File: src/rtl/gate_pkg.sv
// gate_pkg: shared definitions for the pipelined gate unit.
//   - OP_* : 3-bit gate-select encodings
//   - MAX_W: widest operand gate_eval handles; narrower operands are zero-extended
//   - gate_eval(a, b, op): combinational bitwise gate function
package gate_pkg;

    localparam int unsigned MAX_W = 64;

    localparam logic [2:0] OP_AND  = 3'b000;
    localparam logic [2:0] OP_OR   = 3'b001;
    localparam logic [2:0] OP_XOR  = 3'b010;
    localparam logic [2:0] OP_NAND = 3'b011;
    localparam logic [2:0] OP_NOR  = 3'b100;
    localparam logic [2:0] OP_XNOR = 3'b101;
    localparam logic [2:0] OP_NOT  = 3'b110;
    localparam logic [2:0] OP_PASS = 3'b111;

    // Strictly bitwise: no bit of the result depends on any other bit position.
    function automatic logic [MAX_W-1:0] gate_eval(input logic [MAX_W-1:0] a,
                                                   input logic [MAX_W-1:0] b,
                                                   input logic [2:0]       op);
        logic [MAX_W-1:0] r;
        case (op)
            OP_AND:  r = a & b;
            OP_OR:   r = a | b;
            OP_XOR:  r = a ^ b;
            OP_NAND: r = ~(a & b);
            OP_NOR:  r = ~(a | b);
            OP_XNOR: r = ~(a ^ b);
            OP_NOT:  r = ~a;
            default: r = a;
        endcase
        return r;
    endfunction

endpackage

File: src/rtl/pipe_slice.sv
// pipe_slice: one elastic valid/ready register stage.
//   clk, rst            : clock, synchronous active-high reset
//   up_valid/up_ready   : upstream handshake, up_data captured on up_valid && up_ready
//   dn_valid/dn_ready   : downstream handshake, dn_data is the held register
// up_ready is combinational from dn_ready so a full stage draining this cycle can
// refill in the same cycle (no bubble).
module pipe_slice
    import gate_pkg::*;
#(
    parameter int unsigned DW = 8
) (
    input  logic          clk,
    input  logic          rst,
    input  logic          up_valid,
    output logic          up_ready,
    input  logic [DW-1:0] up_data,
    output logic          dn_valid,
    input  logic          dn_ready,
    output logic [DW-1:0] dn_data
);

    logic          valid_q;
    logic [DW-1:0] data_q;

    // Free if empty, or if the current occupant leaves this cycle.
    assign up_ready = !valid_q || dn_ready;
    assign dn_valid = valid_q;
    assign dn_data  = data_q;

    always_ff @(posedge clk) begin
        if (rst) begin
            valid_q <= 1'b0;
            data_q  <= '0;
        end else begin
            if (up_ready) begin
                valid_q <= up_valid;
            end
            // Data only moves on a real handshake so y holds when the pipe empties.
            if (up_valid && up_ready) begin
                data_q <= up_data;
            end
        end
    end

endmodule

File: src/rtl/gate_unit_pipe.sv
// gate_unit_pipe: WIDTH-bit bitwise logic unit with eight gate functions behind a
// STAGES-deep valid/ready elastic pipeline, plus result reduction flags and a
// completed-transaction counter.
//   clk, rst             : clock, synchronous active-high reset
//   in_valid, in_ready   : input handshake for a, b, op
//   op, a, b             : gate select and operands
//   out_valid, out_ready : output handshake for y, y_all, y_any
//   y, y_all, y_any      : result, AND-reduction, OR-reduction
//   txn_count            : output handshakes since reset, wraps at 2^CNT_W
module gate_unit_pipe
    import gate_pkg::*;
#(
    parameter int unsigned WIDTH  = 8,
    parameter int unsigned STAGES = 2,
    parameter int unsigned CNT_W  = 16
) (
    input  logic             clk,
    input  logic             rst,
    input  logic             in_valid,
    output logic             in_ready,
    input  logic [2:0]       op,
    input  logic [WIDTH-1:0] a,
    input  logic [WIDTH-1:0] b,
    output logic             out_valid,
    input  logic             out_ready,
    output logic [WIDTH-1:0] y,
    output logic             y_all,
    output logic             y_any,
    output logic [CNT_W-1:0] txn_count
);

    logic [MAX_W-1:0] a_ext;
    logic [MAX_W-1:0] b_ext;
    logic [MAX_W-1:0] res_ext;
    logic [WIDTH-1:0] res;

    always_comb begin
        a_ext              = '0;
        b_ext              = '0;
        a_ext[WIDTH-1:0]   = a;
        b_ext[WIDTH-1:0]   = b;
        res_ext            = gate_eval(a_ext, b_ext, op);
    end

    assign res = res_ext[WIDTH-1:0];

    // Bits above WIDTH come from zero-extended operands and are discarded.
    if (WIDTH < MAX_W) begin : g_res_hi
        logic unused_res_hi;
        assign unused_res_hi = ^res_ext[MAX_W-1:WIDTH];
    end

    // Each stage has its own handshake signals; the ready chain runs from out_ready
    // back to in_ready through every stage combinationally.
    for (genvar i = 0; i < STAGES; i++) begin : g_stage
        logic             up_valid;
        logic             up_ready;
        logic [WIDTH-1:0] up_data;
        logic             dn_valid;
        logic             dn_ready;
        logic [WIDTH-1:0] dn_data;

        if (i == 0) begin : g_src
            assign up_valid = in_valid;
            assign up_data  = res;
        end else begin : g_src
            assign up_valid = g_stage[i-1].dn_valid;
            assign up_data  = g_stage[i-1].dn_data;
        end

        if (i == STAGES - 1) begin : g_snk
            // Final stage carries {y_any, y_all, y}; reductions are taken on the way
            // in so they register alongside y with no extra latency.
            logic [WIDTH+1:0] fin_data;

            assign dn_ready = out_ready;

            pipe_slice #(
                .DW(WIDTH + 2)
            ) u_slice (
                .clk      (clk),
                .rst      (rst),
                .up_valid (up_valid),
                .up_ready (up_ready),
                .up_data  ({|up_data, &up_data, up_data}),
                .dn_valid (dn_valid),
                .dn_ready (dn_ready),
                .dn_data  (fin_data)
            );

            assign dn_data = fin_data[WIDTH-1:0];
            assign y_all   = fin_data[WIDTH];
            assign y_any   = fin_data[WIDTH+1];
        end else begin : g_snk
            assign dn_ready = g_stage[i+1].up_ready;

            pipe_slice #(
                .DW(WIDTH)
            ) u_slice (
                .clk      (clk),
                .rst      (rst),
                .up_valid (up_valid),
                .up_ready (up_ready),
                .up_data  (up_data),
                .dn_valid (dn_valid),
                .dn_ready (dn_ready),
                .dn_data  (dn_data)
            );
        end
    end

    assign in_ready  = g_stage[0].up_ready;
    assign out_valid = g_stage[STAGES-1].dn_valid;
    assign y         = g_stage[STAGES-1].dn_data;

    logic [CNT_W-1:0] cnt_q;

    always_ff @(posedge clk) begin
        if (rst) begin
            cnt_q <= '0;
        end else if (out_valid && out_ready) begin
            cnt_q <= cnt_q + CNT_W'(1);
        end
    end

    assign txn_count = cnt_q;

endmodule

File: config.mk
export PLATFORM = sky130hd
export DESIGN_NAME = gate_unit_pipe
export DESIGN_NICKNAME = d
export VERILOG_FILES = /design/src/rtl/gate_pkg.sv /design/src/rtl/pipe_slice.sv /design/src/rtl/gate_unit_pipe.sv
export SDC_FILE = /design/constraint.sdc
export NUM_CORES = 1
export LEC_CHECK = 0
export ABC_AREA = 1
export BUFFER_PORTS_ARGS = -buffer_cell sky130_fd_sc_hd__buf_2
export CORE_ASPECT_RATIO = 1.4
export CORE_MARGIN = 5
export CORE_UTILIZATION = 25
export CTS_BUF_LIST = sky130_fd_sc_hd__clkbuf_16
export CTS_CLUSTER_SIZE = 20
export DETAILED_ROUTE_END_ITERATION = 6
export PLACE_DENSITY = 0.48
export SYNTH_ARGS = -nofsm -noshare
export SYNTH_HDL_FRONTEND = slang
export SYNTH_SLANG_ARGS = --single-unit
File: constraint.sdc
create_clock -name clk -period 2.3 [get_ports clk]
set_input_delay 0.46 -clock clk [delete_from_list [all_inputs] [get_ports clk]]
set_output_delay 0.46 -clock clk [all_outputs]
set_load 0.1 [all_outputs]
==> Yosys cells after proc, flatten, opt, wreduce, memory -nomap -nowiden <==
Cells that the tools add are included.
{ "classes": {"add_sub_neg": 1, "n_eq_ne": 6, "muxes": 1, "n_bitwise": 7, "n_reduce_logical": 10} }
{ "ops": {"columns": ["operator", "n"], "rows": [
  ["$pmux W8 S7", 1],
  ["$not A8 Y8", 4],
  ["$add A16 B1 Y16 const B", 1],
  ["$eq A3 B3 Y1 const B", 3],
  ["$and A8 B8 Y8", 1],
  ["$or A8 B8 Y8", 1],
  ["$reduce_and A8 Y1", 1],
  ["$reduce_or A8 Y1", 1],
  ["$xor A8 B8 Y8", 1],
  ["$eq A3 B2 Y1 const B", 2],
  ["$eq A3 B1 Y1 const B", 1],
  ["$logic_and A1 B1 Y1", 3],
  ["$logic_not A3 Y1", 1],
  ["$logic_not A1 Y1", 2],
  ["$logic_or A1 B1 Y1", 2]
]} }
{ "word_totals": {"reg_bits": 36, "output_inout_bits": 28, "wordCells": 30} }

==> Logic depth before layout (Yosys ltp) <==
{ "depth": {"ltp_word": 4, "ltp_mapped": 10} }

==> By module <==
From an unflattened synthesis, not the netlist that was laid out.
{ "hier_totals": {"cells_unflattened": 392, "hier_area_um2": 2572.5} }
{ "by_module_without_submodules": {"columns": ["mod", "n_inst", "cells_per_inst", "area_each_um2"], "rows": [
  ["gate_unit_pipe", 1, 265, 1600.3],
  ["pipe_slice at g_stage[1].g_snk.u_slice", 1, 70, 499.2],
  ["pipe_slice at g_stage[0].g_snk.u_slice", 1, 57, 473.0]
]} }

==> Worst setup path after synthesis <==
No wires, ideal clock.
{ "synth_timing": {"kind": "reg-to-reg", "startpoint": "register g_stage[1].g_snk.u_slice.valid_q", "endpoint": "register g_stage[0].g_snk.u_slice.data_q[6]", "setup_ns": 0.132, "t_arrival_ns": 2.978, "slack_ns": -0.810, "path_stages_with_launch": 7, "n_path_buf": 1, "synth_period_minus_slack_ns": 3.110, "path_cell_list": "dfxtp_1 -> nand3_1 -> nand2_1 -> clkbuf_1 -> a21oi_1 -> nand2_1 -> a21oi_1"} }
{ "synth_between": {"elab_chain_cells": 4} }
{ "synth_rtl": {"columns": ["element", "line_no", "source"], "rows": [
  ["from (decl)", "pipe_slice.sv:22", "logic valid_q;"],
  ["from (signal assigned)", "pipe_slice.sv:36", "valid_q <= up_valid;"],
  ["$logic_not A1 Y1", "pipe_slice.sv:26", "assign up_ready = !valid_q || dn_ready;"],
  ["$logic_or A1 B1 Y1 (2 in a row)", "pipe_slice.sv:26", null],
  ["via in_ready", "gate_unit_pipe.sv:20", "output logic in_ready,"],
  ["$logic_and A1 B1 Y1", "pipe_slice.sv:39", "if (up_valid && up_ready) begin"],
  ["to (signal assigned)", "pipe_slice.sv:40", "data_q <= up_data;"],
  ["to (decl)", "pipe_slice.sv:23", "logic [DW-1:0] data_q;"]
]} }
The timed path passes the listed nets, and every way through them passes these cells.
A chain may end at the register's enable or synchronous reset.

==> Final worst setup path <==
{ "layout_timing": {"startpoint": "register cnt_q[11] (netlist: txn_count[11])", "endpoint": "output port txn_count[11]"} }
{ "layout_lines": {"columns": ["element", "line_no", "source"], "rows": [
  ["from (decl)", "gate_unit_pipe.sv:116", "logic [CNT_W-1:0] cnt_q;"],
  ["from (signal assigned)", "gate_unit_pipe.sv:122", "cnt_q <= cnt_q + CNT_W'(1);"],
  ["to (decl)", "gate_unit_pipe.sv:29", "output logic [CNT_W-1:0] txn_count"]
]} }
No word-level cell between the ends.

==> metrics.md <==
| Metric | Value |
|---|---|
| Cells after Synth | 372 |
| Multi-input gate area | 0.001386 mm2 |
| Power share of the clock group | 0.429 |
| Die Y | 125.0 um |
| Die Width | 92.16 um |
| Hold Vio Cnt, Final | 0 |
| Crit path max fanout | 6 |
| Part of the power in combinational logic | 0.194 |
| Post-synth top flop | dfxtp_1 |
| Gr ovfl total | 0 |
| CP arrival | 1170 ps |
| Syn. warnings | 0 |
| Max-cap viol count | 0 |
| Peak supply drop | 365.5 uV |
| Fin crit share | 0.7095 |
| Die footprint | 0.01152 mm2 |
| Via count | 2429 |
| CP required | 1840 ps |
| Layout filler cell count | 1060 |
| Hold path start | g_stage[1].g_snk.u_slice.dn_data[8] |
| H-tree depth | 2 |
| Final setup viols | 0 |
| Mapped Avg Cell Area | 6.350 um2 |
| IO Count | 51 |
| Status | finished clean |
| CP bufs+invs | 1 |
| CTS buffer count | 5 |
| Post-synthesis sequential area ratio | 0.3051 |
| Detailed Routing Iterations Pass 1 | 4 |
| DRT antenna net count | 0 |
| Max Fclk | 612.8 MHz |
| FF+latch count, synth | 36 |
| Min Hold Slack | 473.5 ps |
| Largest net degree at the start of global routing | 25 |
| Routed WL | 6106 um |
| Slew HR | 0.6073 |
| TritonCTS clock tree | yes |
| RSZ-0062 raised after global routing | no |
| Design area | 0.002885 mm2 |
| Clock Skew | 2.315 ps |
| Post-Syn Area | 0.002362 mm2 |
| Critical path endpoint category | output pin |
| Initial DRC Count | 120 |
| Clock Tree Buf Depth | 2 |
| CP startpoint | txn_count[11] |
| Flop pwr share | 0.376 |
| Hold Buf Count CTS | 0 |
| Clk Latency, worst-skew pair | 270 ps |
| Least-Margin Pin Slew | 587.7 ps |
| Max-slew violation count | 0 |
| Initial antenna violation count | 0 |
| # port buffers | 50 |
| Total negative slack | 0 ps |
| Initial Util | 0.2525 |
| Final core utilization | 0.3085 |
| Leak | 0.001451 uW |
| Layout area overhead | 22.14% |
| Fin crit period | 1632 ps |
| Drc violations | 0 |
| Sink Count | 36 |
| CP Class | flip-flop to output pin |
| Post-CTS setup buffer count | 0 |
| Worst flop-to-flop path startpoint | txn_count[0] |
| Post-synth EDFFs | 0 |
| Crit-path max cell delay | 470 ps |
| Sequential standard cell area | 721.9 um2 |
| Sw power | 523.1 uW |
| P_int | 1250 uW |
| Vias in the first global route | 2279 |
| Startpoint Class | flip-flop |
| Sw Share | 0.2950 |
| CP top delay family | buffers and inverters |
| RePlAce Congestion | 0.7599 |
| Hold/Removal Path Class | flip-flop to flip-flop |
| Asr flop ratio synth | 0 |
| Vias/cell | 4.592 |
| GRT Overall Usage | 0.1078 |
| Post-CTS sizing | 0 |
| First-pass GRT wire length | 10440 um |
| Synth cell types | 27 |
| Nets | 458 |
| DP HPWL | 4559 um |
| PwrDens | 614.7 mW/mm2 |
| CORE AREA | 0.009354 mm2 |
| Avg WL per Cell | 11.54 um |
| Slowest-stage cell, CP | buf_2 |
| Placed instance area | 0.002718 mm2 |
| CP Cell Sequence | buf_2 |
| Row Count | 42 |
| CTS clk-pin slew, worst paths | 60 ps |
| Inserted Diodes | 0 |
| Share of cells above drive strength 1 | 0.1742 |
| Synthesized net count | 412 |
| Clk root buf | clkbuf_16 |
[final cells by class]
cell class / instances / area share
clock buffers: 5 / 0.04337
clock inverters: 3 / 0.01474
inverters: 49 / 0.06375
multi-input cells: 271 / 0.4805
flip-flops and latches: 36 / 0.2502
well taps: 110 / 0.04770
repair buffers: 55 / 0.09974
[final timing paths]
| check | end | cells after the start | slack, ps |
|---|---|---|---|
| setup / recovery | txn_count[11] | 1 | 670 |
| hold / removal | g_stage[1].g_snk.u_slice.dn_data[8] | 2 | 470 |
| setup reg to reg | txn_count[14] | 10 | 790 |
| hold reg to reg | g_stage[1].g_snk.u_slice.dn_data[8] | 2 | 470 |
[state kept, by name, indices dropped and copies added, names as in the netlist]
signal / count
txn_count: 16
g_stage.g_snk.u_slice.dn_data: 18
g_stage.g_snk.u_slice.dn_valid: 2
[power by group through the flow]
| stage | clock network (uW) | logic [uW] | registers (uW) |
|---|---|---|---|
| finish | 761 | 344 | 668 |
| global route | 815 | 384 | 672 |
| CTS | 792 | 349 | 668 |
| detailed placement | 0 | 348 | 682 |
| global placement | 0 | 344 | 682 |
| floorplan | 0 | 173 | 772 |
[cells in the final DEF, fill, tap and decap left out, drive strengths merged]
master and count:
nand2 80, buf 55, nor2 53, inv 48, nand3 38, a21oi 37, dfxtp 36, nand4 19
ha 17, o21ai 15, nor3 5, clkbuf 5, clkinv 2, o21a 1, xor2 1, and3 1
a21o 1, nor3b 1, nor4 1, a31oi 1, clkinvlp 1, bufinv 1
[layer usage]
metal / vias up / track usage / part of all wire
li1: 1299 / - / -
met1: 1062 / 0.1269 / 0.44
met2: 61 / 0.1962 / 0.49
met3: 7 / 0.02043 / 0.053
met4: 0 / 0.03150 / 0.011
met5: - / 0 / 0
[stage by stage]
stage | power (uW) | worst slack, ps | instances
6_report | 1774 | 668.1 | 529
5_1_grt | 1871 | 513.0 | 529
4_1_cts | 1809 | 650.7 | 529
3_5_place_dp | 1029 | 627.3 | 521
3_3_place_gp | 1026 | 635.7 | 521
2_1_floorplan | 944.6 | 48.47 | 372
[cells in the mapped netlist, types with 3 or more instances]
cell | count | share of area
nand2_1 | 79 | 0.13
clkbuf_1 | 6 | 0.0095
nand3_1 | 38 | 0.081
ha_1 | 17 | 0.090
nor2_1 | 48 | 0.076
nor2_2 | 3 | 0.0079
a21oi_1 | 37 | 0.078
o21ai_0 | 12 | 0.025
dfxtp_1 | 36 | 0.31
nor3_1 | 5 | 0.011
inv_1 | 46 | 0.073
buf_2 | 7 | 0.015
nand4_1 | 19 | 0.050
o21ai_1 | 3 | 0.0064
[kinds of logic after synthesis]
family / count (synthesis) / share of synthesized area
compound gates: 55 / 0.1192
xor+xnor: 1 / 0.003708
fa+ha+maj: 17 / 0.09004
buf+inv: 65 / 0.1102
flops: 36 / 0.3051
simple gates: 198 / 0.3718
(Power assumes the default switching activity.)
